==> src/rtl/dmem_arbiter.sv <==
// Round-robin arbiter sharing one single-port data SRAM between the core (requester 0)
// and a loader/DMA engine (requester 1). Tracks in-flight reads so each response is
// returned to the requester that issued it.
module dmem_arbiter #(
    parameter int unsigned ADDR_W = 7,
    parameter int unsigned DATA_W = 32,
    parameter int unsigned RD_LAT = 1
) (
    input  logic              clk,
    input  logic              rst_n,
    input  logic              r0_req,
    input  logic              r0_we,
    input  logic [ADDR_W-1:0] r0_addr,
    input  logic [DATA_W-1:0] r0_wdata,
    input  logic              r1_req,
    input  logic              r1_we,
    input  logic [ADDR_W-1:0] r1_addr,
    input  logic [DATA_W-1:0] r1_wdata,
    output logic              r0_gnt,
    output logic              r1_gnt,
    output logic              r0_rvalid,
    output logic              r1_rvalid,
    output logic [DATA_W-1:0] r0_rdata,
    output logic [DATA_W-1:0] r1_rdata,
    output logic              CEN,
    output logic              WEN,
    output logic              OEN,
    output logic [ADDR_W-1:0] A,
    output logic [DATA_W-1:0] D,
    input  logic [DATA_W-1:0] Q
);

    // Pointer to the most recently granted requester; 1 after reset so r0 wins first.
    logic last_gnt_q, last_gnt_d;

    // Read-return pipeline: one {valid, id} entry per cycle of SRAM read latency.
    logic [RD_LAT-1:0] pipe_vld_q, pipe_vld_d;
    logic [RD_LAT-1:0] pipe_id_q, pipe_id_d;

    logic rd_push;
    logic rd_id;

    // Arbitration: uncontested requests win immediately, contention alternates.
    always_comb begin
        r0_gnt = 1'b0;
        r1_gnt = 1'b0;
        if (rst_n) begin
            if (r0_req && r1_req) begin
                r0_gnt = last_gnt_q;
                r1_gnt = ~last_gnt_q;
            end else begin
                r0_gnt = r0_req;
                r1_gnt = r1_req;
            end
        end
    end

    // SRAM command mux, read-pipeline push and pointer next state.
    always_comb begin
        CEN        = 1'b1;
        WEN        = 1'b1;
        A          = '0;
        D          = '0;
        rd_push    = 1'b0;
        rd_id      = 1'b0;
        last_gnt_d = last_gnt_q;
        if (r0_gnt) begin
            CEN        = 1'b0;
            WEN        = ~r0_we;
            A          = r0_addr;
            D          = r0_wdata;
            rd_push    = ~r0_we;
            rd_id      = 1'b0;
            last_gnt_d = 1'b0;
        end else if (r1_gnt) begin
            CEN        = 1'b0;
            WEN        = ~r1_we;
            A          = r1_addr;
            D          = r1_wdata;
            rd_push    = ~r1_we;
            rd_id      = 1'b1;
            last_gnt_d = 1'b1;
        end
    end

    // Shift the read pipeline by one stage per cycle.
    always_comb begin
        pipe_vld_d    = '0;
        pipe_id_d     = '0;
        pipe_vld_d[0] = rd_push;
        pipe_id_d[0]  = rd_id;
        for (int unsigned i = 1; i < RD_LAT; i++) begin
            pipe_vld_d[i] = pipe_vld_q[i-1];
            pipe_id_d[i]  = pipe_id_q[i-1];
        end
    end

    // State registers; reset discards any in-flight reads.
    always_ff @(posedge clk or negedge rst_n) begin
        if (!rst_n) begin
            last_gnt_q <= 1'b1;
            pipe_vld_q <= '0;
            pipe_id_q  <= '0;
        end else begin
            last_gnt_q <= last_gnt_d;
            pipe_vld_q <= pipe_vld_d;
            pipe_id_q  <= pipe_id_d;
        end
    end

    // Output enable covers the whole window from read grant to data return.
    always_comb begin
        OEN = ~((|pipe_vld_q) | rd_push);
    end

    // Route returning read data to the requester that issued it.
    always_comb begin
        r0_rvalid = pipe_vld_q[RD_LAT-1] & ~pipe_id_q[RD_LAT-1];
        r1_rvalid = pipe_vld_q[RD_LAT-1] & pipe_id_q[RD_LAT-1];
        r0_rdata  = r0_rvalid ? Q : '0;
        r1_rdata  = r1_rvalid ? Q : '0;
    end

endmodule

==> config.mk <==
export PLATFORM = sky130hd
export DESIGN_NAME = dmem_arbiter
export DESIGN_NICKNAME = d
export VERILOG_FILES = /design/src/rtl/dmem_arbiter.sv
export SDC_FILE = /design/constraint.sdc
export NUM_CORES = 1
export LEC_CHECK = 0
export CORE_AREA = 2 2 88 90
export CTS_CLUSTER_SIZE = 25
export DETAILED_ROUTE_END_ITERATION = 16
export DIE_AREA = 0 0 90 92
export GPL_TIMING_DRIVEN = 1
export PLACE_DENSITY = 0.77
export SKIP_LAST_GASP = 1
export SYNTH_ARGS = -nofsm -noshare
export SYNTH_HDL_FRONTEND = slang
export SYNTH_SLANG_ARGS = --single-unit
==> constraint.sdc <==
create_clock -name clk -period 2.2 [get_ports clk]
set_input_delay 0.22 -clock clk [delete_from_list [all_inputs] [get_ports clk]]
set_output_delay 0.22 -clock clk [all_outputs]
set_load 0.02 [all_outputs]
Yosys cells after proc, flatten, opt, wreduce, memory -nomap -nowiden
Index checks and enable logic that the tools add are counted.
{"block": "classes", "addsub": 0, "multipliers": 0, "n_div": 0, "magnitude_cmp": 0, "n_eq_ne": 0, "n_shift": 0, "n_mux": 20, "n_bitwise": 8, "reduce_logical": 2}
{"op": "$mux W32", "n": 4}
{"op": "$mux W1", "n": 14}
{"op": "$mux W7", "n": 2}
{"op": "$not A1 Y1", "n": 5}
{"op": "$and A1 B1 Y1", "n": 2}
{"op": "$reduce_bool A2 Y1", "n": 1}
{"op": "$logic_and A1 B1 Y1", "n": 1}
{"op": "$or A1 B1 Y1", "n": 1}
{"block": "totals", "regBits": 3, "latch_bits": 0, "ram_bits": 0, "romBits": 0, "input_bits": 116, "out_inout_bits": 110, "elab_cells": 33, "mem_count": 0}

Longest topological paths before layout
{"block": "depth", "word_depth": 7, "ltp_mapped": 4, "mapped_depth_nobuf": 3}

Worst setup path before layout
OpenSTA, ideal clock, no wires.
{"block": "synth_path", "path_type": "reg2out", "start": "reg last_gnt_q", "end": "out A[0]", "arrival_ns": 1.283, "required_ns": 1.980, "slack_ns": 0.697, "stages_incl_launch_ff": 5, "n_path_buf": 1, "cell_sequence": "dfstp_2 > inv_2 > a21oi_4 > buf_6 > a22o_1"}
{"block": "synth_via", "elab_cells_between_ends": 7, "classes_between": "mux (6); bitwise (1)"}
{"element": "start: declaration", "line": "34", "rtl": "logic last_gnt_q, last_gnt_d;"}
{"element": "start signal: assignment", "line": "105", "rtl": "last_gnt_q <= last_gnt_d;"}
{"element": "$mux W1", "line": "48", "rtl": "if (r0_req && r1_req) begin"}
{"element": "$mux W1", "line": "47", "rtl": "if (rst_n) begin"}
{"element": "net r0_gnt", "line": "19", "rtl": "output logic r0_gnt,"}
{"element": "$mux W7", "line": "67", "rtl": "if (r0_gnt) begin"}
{"element": "end: declaration", "line": "28", "rtl": "output logic [ADDR_W-1:0] A,"}
The timed path passes the listed nets, and every way through them passes these cells.

Worst setup path after layout
{"block": "layout_path", "start": "in r1_req", "end": "out D[26]"}
{"block": "layout_via", "elab_chain_len": 5, "elab_cells_between_ends": 7, "classes_between": "mux (6); reduce/logical (1)"}
{"element": "start: declaration", "line": "15", "rtl": "input logic r1_req,"}
{"element": "$logic_and A1 B1 Y1", "line": "48"}
{"element": "$mux W1", "line": "48"}
{"element": "$mux W1", "line": "47"}
{"element": "$mux W32", "line": "75", "rtl": "end else if (r1_gnt) begin"}
{"element": "$mux W32 (*)", "line": "67"}
{"element": "end: declaration", "line": "29", "rtl": "output logic [DATA_W-1:0] D,"}
Every way passes the cells marked *; elsewhere a longest branch is shown, timed or not.

==> results.toml <==
[outcome]
status = "finished clean"

[placement]
place_area_um2 = 3390
port_buffers = 225
dp.final_hpwl_mm = 5.53
gp_congestion = 0.725

[yosys]
synth_area_um2 = 1050
syn_nets = 254
yosysWarnings = 0
synth_cell_types = 19
yosysSeqAreaShare_pct = 7.24
postSynthAreaPerCell_um2 = 7.63
synth_cells = 138
synth_seq_cells = 3

[floorplan]
core_area_um2 = 7450
die_h_um = 92
fp-row-count = 32
die_area_um2 = 8280
initial_core_util_pct = 14.1
die_x_um = 90
ios = 226

[clock_tree]
clockBufferDepth = 2
clk_latency_ns = 0.21
cts.sinks = 3
cts_setup_buffers = 0
htree_levels = 1
cts_tree = "yes"
clkTransAtPathRegs_ns = 0.03
cts_made_buffers = 3
cts_root_buf = "clkbuf_8"

[setup_path]
r2r_slack_ns = 0.87
reg2reg_to = "last_gnt_q"
critPathBufInv = 3
worstPathRequired_ns = 1.98
cp-start-kind = "input port"
cp_max_fo = 21
cp-end-kind = "output pin"
cpMaxStageDelayCell = "clkdlybuf4s50_1"
reg2reg_from = "last_gnt_q"
cp_slowest_stage_delay_ns = 0.56
reg2reg_depth = 4
setup.worst_path.class = "in -> out"
cp_cell_sequence = "clkdlybuf4s50_1 > nand2_1 > a21oi_4 > bufbuf_16 > a22o_1 > dlygate4sd2_1"
arrival_ns = 1.93
cp_top_family = "buffers and inverters"

[layout]
antennaDiodeCount = 0
drive_gt1_share_pct = 5.03
num-nets-final = 475
syn_to_final_growth_pct = 225
final_cell_mix = "clkdlybuf4s50_1, a22o_1, and2_1"
fin_area_um2 = 3420
final_common_cell = "clkdlybuf4s50_1"

[power]
clkPwrFrac_pct = 17.6
p_comb_share_pct = 74.7
switching_power_w = 0.000329
leakage_nw = 1.55
p_sw_share_pct = 36.7
power_frac_seq_pct = 7.7
peakVddDrop_mv = 0.140
finalPower_w = 0.000897
intPower_w = 0.000568
power.density_nw_per_um2 = 262

[drt]
vias_per_cell = 4.38
routedWlPerCell_um = 14.7
drt_iter0_drc = 25
drt-total-wl_mm = 6.78
drc_errors = 0
drtAntennaViolNets = 0
first_pass_iters = 4
via_count = 2015

[sta]
maxSlewViolCount = 0
finalSetupViolCount = 0
skew_ns = 0.000621
fin_crit_ns = 2.15
period_share_pct = 97.6
hold_violations = 0
rsz0062_at_grt = "false"
worst_pin_slew_ns = 0.283
max_clock_freq_mhz = 466
relSlewSlack_pct = 81.1

[run]
max-cap-violations = 0

[global_routing]
grt-ovfl-total = 0
grt_pass1_wl_mm = 10.0
grtUsageTotal_pct = 14.9
grt_pass1_vias = 2027
antenna_found_initial = 0
grt_max_degree = 44

[worst_hold_path]
hp-class = "in -> async"
-- through the flow --
step	TNS (ns)	setup WS [ns]	hold slack [ns]	util (%)	instances
3_5_place_dp	-4.12	-0.143	0.558	45.5	455
6_report	0	0.0535	0.384	45.9	460
4_1_cts	0	0.00101	0.381	45.8	460
5_1_grt	0	0.000257	0.392	45.9	460
2_1_floorplan	0	0.697	-0.0756	-	138
3_3_place_gp	-1.39	-0.113	0.542	45.5	455
-- layout make-up --
type	instances	area (µm²)
Tap cell	102	128
Fill cell	746	4030
Clock buffer	4	45.0
Inverter	3	11.3
Multi-Input combinational cell	115	841
Timing Repair Buffer	233	2320
Sequential cell	3	76.3
-- metal layers --
metal,track usage [%],share of wire (%)
met1,15.6,37
met2,29.3,52
met3,4.60,10
met4,2.82,0.72
met5,0,0
-- sequential cells by signal, summed over array words and instances, names as in the netlist --
register    flops
pipe_id_q       1
pipe_vld_q      1
last_gnt_q      1
-- power groups by stage --
stage	registers (W)	logic [W]	clock network, W
4_1_cts	0.0000690	0.000676	0.000165
6_report	0.0000689	0.000670	0.000158
3_3_place_gp	0.0000690	0.000695	0
3_5_place_dp	0.0000695	0.000704	0
5_1_grt	0.0000695	0.000708	0.000173
2_1_floorplan	0.0000692	0.000278	0
-- logic make-up after synthesis --
logic type             share of synthesized area, %
AO/OA/AOI/OAI                                  39.5
buffers and inverters                          12.9
flip-flops                                     7.25
AND/OR/NAND/NOR                                40.3
-- how the worst max path moves through the flow --
| stage | start | end | cells after the start |
|---|---|---|---|
| floorplan | last_gnt_q | A[0] | 4 |
| global placement | r0_req | OEN | 6 |
| detailed placement | r1_req | OEN | 6 |
| CTS | r1_req | WEN | 6 |
| global route | r1_req | D[21] | 6 |
| finish | r1_req | D[26] | 6 |
-- repair_timing --
item                                    CTS  global route
gates cloned                              1             0
endpoints found under the setup margin   42            13
resized for setup                        41            16
pin swaps                                 0             0
hold buffers                              0             0
-- cell usage after synthesis --
cell type   n  area, µm²
a22o_1     40        350
and2_1     33        206
and3_1     32        200
buf_6       8       90.1
clkbuf_1    8       30.0
a21oi_4     2       32.5
dfrtp_1     2       50.1
inv_1       2       7.51
a21o_1      1       7.51
a21oi_1     1       5.00
a221oi_1    1       8.76
a22oi_1     1       7.51
and2b_1     1       7.51
buf_2       1       5.00
dfstp_2     1       26.3
inv_2       1       3.75
nand2_1     1       3.75
nand2_2     1       6.26
o21ai_1     1       5.00
Power figures use the tool's default switching activity.
